--- config.mk ---
export PLATFORM = sky130hd
export DESIGN_NAME = johnson_phase_decoder
export DESIGN_NICKNAME = d
export VERILOG_FILES = /design/src/rtl/johnson_phase_decoder.sv
export SDC_FILE = /design/constraint.sdc
export NUM_CORES = 1
export LEC_CHECK = 0
export CORE_MARGIN = 5
export CORE_UTILIZATION = 35
export DETAILED_ROUTE_END_ITERATION = 8
export PLACE_DENSITY = 0.62
export REMOVE_ABC_BUFFERS = 1
export SETUP_SLACK_MARGIN = 0.2
export SKIP_CTS_REPAIR_TIMING = 1
export SYNTH_ARGS = -nofsm -noshare
export SYNTH_HDL_FRONTEND = slang
export SYNTH_SLANG_ARGS = --single-unit
export TNS_END_PERCENT = 50
--- constraint.sdc ---
create_clock -name clk -period 5.3 [get_ports clk]
set_input_delay 1.325 -clock clk [delete_from_list [all_inputs] [get_ports clk]]
set_output_delay 1.325 -clock clk [all_outputs]
set_load 0.02 [all_outputs]
--- src/rtl/johnson_phase_decoder.sv ---
// johnson_phase_decoder: Johnson-code phase decoder with lock tracking, revolution count and fault flagging
// Ports: clk, rst (async active-low), q (Johnson state), clr (sync clear of err_sticky / ill_cnt);
//        valid, phase, onehot (decoded q, 2-edge latency), locked, rev_cnt, fault (1-cycle pulse), err_sticky.
// Option JPD_ILLEGAL_COUNT_EN adds ill_cnt[7:0], a saturating count of cycles with an illegal registered code.
module johnson_phase_decoder #(
  parameter int WIDTH    = 4,
  parameter int PH_W     = 3,
  parameter int LOCK_CNT = 2,
  parameter int REV_W    = 8
) (
  input  logic                 clk,
  input  logic                 rst,
  input  logic [WIDTH-1:0]     q,
  input  logic                 clr,
  output logic                 valid,
  output logic [PH_W-1:0]      phase,
  output logic [2*WIDTH-1:0]   onehot,
  output logic                 locked,
  output logic [REV_W-1:0]     rev_cnt,
  output logic                 fault,
`ifdef JPD_ILLEGAL_COUNT_EN
  output logic [7:0]           ill_cnt,
`endif
  output logic                 err_sticky
);
  localparam int NPH = 2 * WIDTH;
  localparam int GW  = $clog2(LOCK_CNT + 1);
  typedef enum logic [1:0] {HUNT, LOCKING, LOCKED, FAULT} state_t;
  state_t            r_state;
  logic [WIDTH-1:0]  r_q;
  logic [PH_W-1:0]   r_prev;
  logic [GW-1:0]     r_good;
  logic              w_legal;
  logic [PH_W-1:0]   w_ph;
  logic [PH_W-1:0]   w_next;
  logic              w_step;
  logic              w_hold;
  logic [WIDTH-1:0]  w_ones;
  // Phases 0..WIDTH fill ones from the MSB; phases WIDTH+1.. drain them from the MSB.
  always_comb begin
    w_ones  = '1;
    w_legal = 1'b0;
    w_ph    = '0;
    for (int k = 0; k < NPH; k++)
      if (r_q == ((k <= WIDTH) ? ~(w_ones >> k) : (w_ones >> (k - WIDTH)))) begin
        w_legal = 1'b1;
        w_ph    = PH_W'(k);
      end
  end
  assign w_next = (r_prev == PH_W'(NPH - 1)) ? '0 : r_prev + 1'b1;
  assign w_step = w_legal && (w_ph == w_next);
  assign w_hold = w_legal && (w_ph == r_prev);
  always_ff @(posedge clk or negedge rst) begin
    if (!rst) begin
      r_state    <= HUNT;
      r_q        <= '0;
      r_prev     <= '0;
      r_good     <= '0;
      valid      <= 1'b0;
      phase      <= '0;
      onehot     <= '0;
      locked     <= 1'b0;
      rev_cnt    <= '0;
      fault      <= 1'b0;
      err_sticky <= 1'b0;
    end else begin
      r_q    <= q;
      valid  <= w_legal;
      onehot <= w_legal ? NPH'(1) << w_ph : '0;
      fault  <= 1'b0;
      if (w_legal) begin
        phase  <= w_ph;
        r_prev <= w_ph;
      end
      // Fault entry below overrides this clear, so a coincident set wins.
      if (clr) err_sticky <= 1'b0;
      case (r_state)
        HUNT:
          if (w_legal) begin
            r_state <= LOCKING;
            r_good  <= '0;
          end
        LOCKING:
          if (w_step) begin
            r_good <= r_good + 1'b1;
            if (r_good == GW'(LOCK_CNT - 1)) begin
              r_state <= LOCKED;
              locked  <= 1'b1;
            end
          end else if (!w_hold) r_state <= HUNT;
        LOCKED:
          if (w_step || w_hold) begin
            if (w_step && w_ph == '0) rev_cnt <= rev_cnt + 1'b1;
          end else begin
            r_state    <= FAULT;
            locked     <= 1'b0;
            fault      <= 1'b1;
            err_sticky <= 1'b1;
          end
        default: r_state <= HUNT;
      endcase
    end
  end
`ifdef JPD_ILLEGAL_COUNT_EN
  always_ff @(posedge clk or negedge rst) begin
    if (!rst) ill_cnt <= '0;
    else if (clr) ill_cnt <= '0;
    else if (!w_legal && ill_cnt != 8'hFF) ill_cnt <= ill_cnt + 1'b1;
  end
`endif
endmodule

======== Word level (Yosys, flattened, before mapping) ========
Cells that the tools add are included.
storage, ports and cells
  output and inout port bits .............. 23
  logic and storage cells ................. 81
  flip-flop bits (word level) ............. 31
  input port bits ......................... 7
cells by class
  equality and inequality tests ........... 19
  reductions and logical operators ........ 13
  add/sub/neg operators ................... 3
  shifts and indexed selects .............. 1
  muxes and demuxes ....................... 35
operator list
  cell                                                                   number
  3-bit two-way mux                                                      7
  1-bit two-way mux                                                      17
  4-bit equality test, second input constant                             4
  2-bit two-way mux                                                      7
  8-bit by 1-bit adder with 8-bit output, second input constant          1
  8-bit two-way mux                                                      1
  2-bit != test, second input constant                                   4
  4-bit AND reduction                                                    2
  1-bit by 3-bit left shift with 8-bit output, first input constant      1
  3-bit equality test                                                    2
  3-bit != test, second input constant                                   2
  2-bit case mux with 3 select lines                                     1
  3-bit AND reduction                                                    2
  2-bit by 1-bit equality test with 1-bit output, second input constant  2
  4-bit by 1-bit equality test with 1-bit output, second input constant  1
  4-bit by 2-bit equality test with 1-bit output, second input constant  1
  4-bit by 3-bit equality test with 1-bit output, second input constant  1
  4-bit logical NOT                                                      1
  2-bit case mux with 2 select lines                                     1
  2-bit nonzero test                                                     2
  3-bit by 1-bit adder with 3-bit output, second input constant          1
  3-bit equality test, second input constant                             1
  1-bit logical AND                                                      3
  3-bit logical NOT                                                      1
  other kinds (5)                                                        5

======== Longest topological paths before layout ========
  word-level depth ........................ 13
  gate-level depth with buffers ........... 8
  depth with buffers taken out ............ 8

======== Least setup slack after synthesis ========
Ideal clock, no wire load.
  kind .................................... reg2reg
  start point ............................. reg r_prev[1]
  end point ............................... reg rev_cnt[1]
  library setup time ...................... 0.127 ns
  data required time ...................... 5.173 ns
  cell stages (with the launch flop) ...... 7
  arrival time ............................ 2.460 ns
  slack ................................... 2.713 ns
  path buffers ............................ 0
  period minus slack after synthesis ...... 2.587 ns
  cells stage by stage .................... dfrtp_1 ha_1 or3_4 a211oi_4 o22ai_2 a2111oi_4 mux2_1
between the ends
  word-level cells in the longest chain between the ends .. 6
  elaborated cells between the ends (all ways) .. 10
  those cells by class .................... 1 x add/sub; 3 x eq/ne; 1 x mux; 5 x reduce/logical
ends and longest elaborated chain
  element                                                                               line    text
  from (decl)                                                                           31      logic [PH_W-1:0] r_prev;
  from (signal assigned)                                                                73      r_prev <= w_ph;
  3-bit by 1-bit adder with 3-bit output / 3-bit equality test (equally long branches)  50      assign w_next = (r_prev == PH_W'(NPH - 1)) ? '0 : r_prev + 1'b1;
  3-bit two-way mux                                                                     50
  3-bit equality test                                                                   51      assign w_step = w_legal && (w_ph == w_next);
  1-bit logical AND                                                                     51
  1-bit logical OR / 1-bit logical AND (equally long branches)                          92, 93
  3-bit AND reduction (no line) (*)                                                     n/a
  to (signal assigned)                                                                  93      if (w_step && w_ph == '0) rev_cnt <= rev_cnt + 1'b1;
  to (decl)                                                                             19      output logic [REV_W-1:0] rev_cnt,
Mark *: on every way between the ends. The rest lies on a longest branch, timed or not.
A chain may end at the register's enable or synchronous reset.

==> out/metrics.yaml <==
status: "finished clean"
cp_num_buf_inv: 1
ys.flop_type: "dfrtp_1"
worst_slew_pin_slew_ns: 0.683
synth_edf_count: 0
synth_top_area_share: 0.513
finalHoldViolations: 0
wire_per_inst_um: 13.0
maxCapViolCount: 0
dr.pass1.iters: 4
area_growth_pct: 28.5
maxSlewHeadroom: 0.544
critical-path-max-stage-delay_ns: 0.66
start_util: 0.355
synth_area_per_cell_um2: 10.7
diodes: 0
finalWeightedCongestion: 0.861
grt_max_degree: 32
row_count: 24
grt_use_total: 0.118
cp.required_ns: 3.97
setup_viol_count_final: 0
finalClockSkew_ns: 0.00702
clkTransAtPathRegs_ns: 0.07
dr.first_iter.drc_count: 68
grt_pass1_vias: 1072
grt_pass1_wl_um: 5110
critical_path.top_delay_family: "buffers and inverters"
multi_input_area_um2: 661
path_cells: "clkdlybuf4s50_1"
nNetsFinal: 182
synthArstFlopShare: 1.00
start_kind: "register"
layout_common_cells: "dfrtp_1, clkdlybuf4s50_1, nand2_1"
seqCellArea_um2: 776
clock-root-buffer: "clkbuf_8"
fillers: 416
vdd_drop_max_uv: 149
slew_violations: 0
hold_class: "reg2reg"
cp-end-kind: "output pin"
drtAntennaViolNets: 0
die_area_um2: 5740
power.leakage_nw: 0.862
h-tree-depth: 2
via_per_inst: 4.90
core_um2: 4260
cp_slowest_cell: "clkdlybuf4s50_1"
seq_area_frac_synth: 0.513
io_pins: 30
crit_cells: 1
ys_types: 37
final_common_cell: "dfrtp_1"
syn_area_um2: 1510
grt_remaining_overflow: 0
vias: 1098
yosys_warnings: 0
fin_util: 0.456
synth_top_area_cell: "dfrtp_1"
clock_latency_ns: 0.28
powerDensity_nw_per_um2: 316
fmaxAchievable_ghz: 0.365
clk_path_buf_depth: 2
fin_setup_tns_ns: 0
drive_gt1_frac: 0.0872
dp_hpwl_um: 2170
period_share: 0.517
antenna_found_initial: 0
drc_errors: 0
crit_arrival_ns: 1.41
crit_fanout: 9
synth_seq_cells: 31
cts_buffers: 5
hold-path-cell-count: 1
reg2reg_depth: 6
port_buffers: 29
fin_crit_ns: 2.74
syn_inst: 141
worstSetupPathType: "reg2out"
clock_sinks: 31
ys_top_cells_by_area: "dfrtp_1, xnor2_1, ha_1"
die_w_um: 75.7
rsz0062_at_grt: "false"
wl_um: 2910
die-height_um: 75.7
cts_tree: "yes"
cells in the mapped netlist (2+ instances only):
cell type,instances
ha_1,4
nand2b_1,2
nand3_1,7
nor3b_1,2
clkbuf_1,3
buf_6,3
xor2_1,2
and3_1,4
o21ai_0,8
a22o_1,2
o31ai_1,2
mux2i_1,2
nor2_1,9
a21oi_1,6
a211oi_4,2
nor3_1,4
xnor2_1,7
a211oi_1,3
inv_1,7
nand2_1,13
nand4_1,2
or2_1,2
dfrtp_1,31
where the power goes:
group	internal, W	switching (W)
logic	0.0000495	0.0000562
clock network	0.000152	0.0000854
registers	0.000251	0.0000210
cell type report:
cell class	count	area share
inverter	7	0.0135
clock buffer	6	0.0425
clock inverter	2	0.0180
tap	52	0.0335
timing repair buffer	30	0.153
multi-input combinational	96	0.340
sequential	31	0.399
state kept, by name, indices dropped and copies added (netlist names):
name / count
err_sticky: 1
fault: 1
locked: 1
onehot: 8
r_good: 2
r_prev: 3
r_q: 4
r_state: 2
rev_cnt: 8
valid: 1
stage by stage:
| step | worst slack, ns | cells | power, W | hold slack, ns | cell area (um2) |
|---|---|---|---|---|---|
| 2_1_floorplan | 2.71 | 134 | 0.000341 | 0.487 | 1460 |
| 3_3_place_gp | 2.68 | 216 | 0.000380 | 0.466 | 1830 |
| 3_5_place_dp | 2.62 | 216 | 0.000383 | 0.473 | 1830 |
| 4_1_cts | 2.54 | 224 | 0.000624 | 0.481 | 1940 |
| 5_1_grt | 2.43 | 224 | 0.000646 | 0.520 | 1940 |
| 6_report | 2.56 | 224 | 0.000615 | 0.480 | 1940 |
layer usage:
| metal | share of wire | global-route usage |
|---|---|---|
| met1 | 0.45 | 0.157 |
| met2 | 0.48 | 0.177 |
| met3 | 0.046 | 0.0383 |
| met4 | 0.019 | 0.0485 |
| met5 | 0 | 0 |
cell families (layout without fill, tap and decap cells):
group,after synthesis,in the layout,share of synthesized area
and+or+nand+nor,49,49,0.164
adders and majority gates,4,4,0.0331
muxes,4,4,0.0281
AOI/OAI and AO/OA,30,30,0.160
xor gates and xnor gates,9,9,0.0521
DFF,31,31,0.513
buffers and inverters,14,45,0.0505
worst paths after layout:
check                                  end  startpoint  slack [ns]
worst max-delay path              phase[1]   r_prev[1]        2.56
worst min-delay path            rev_cnt[7]  rev_cnt[7]        0.48
worst max register to register  rev_cnt[1]   r_prev[1]        2.63
worst min register to register  rev_cnt[7]  rev_cnt[7]        0.48
max in group asynchronous        r_prev[0]         rst        3.59
min in group asynchronous        onehot[5]         rst        1.42
No activity file was read; power rests on OpenSTA's default activity.
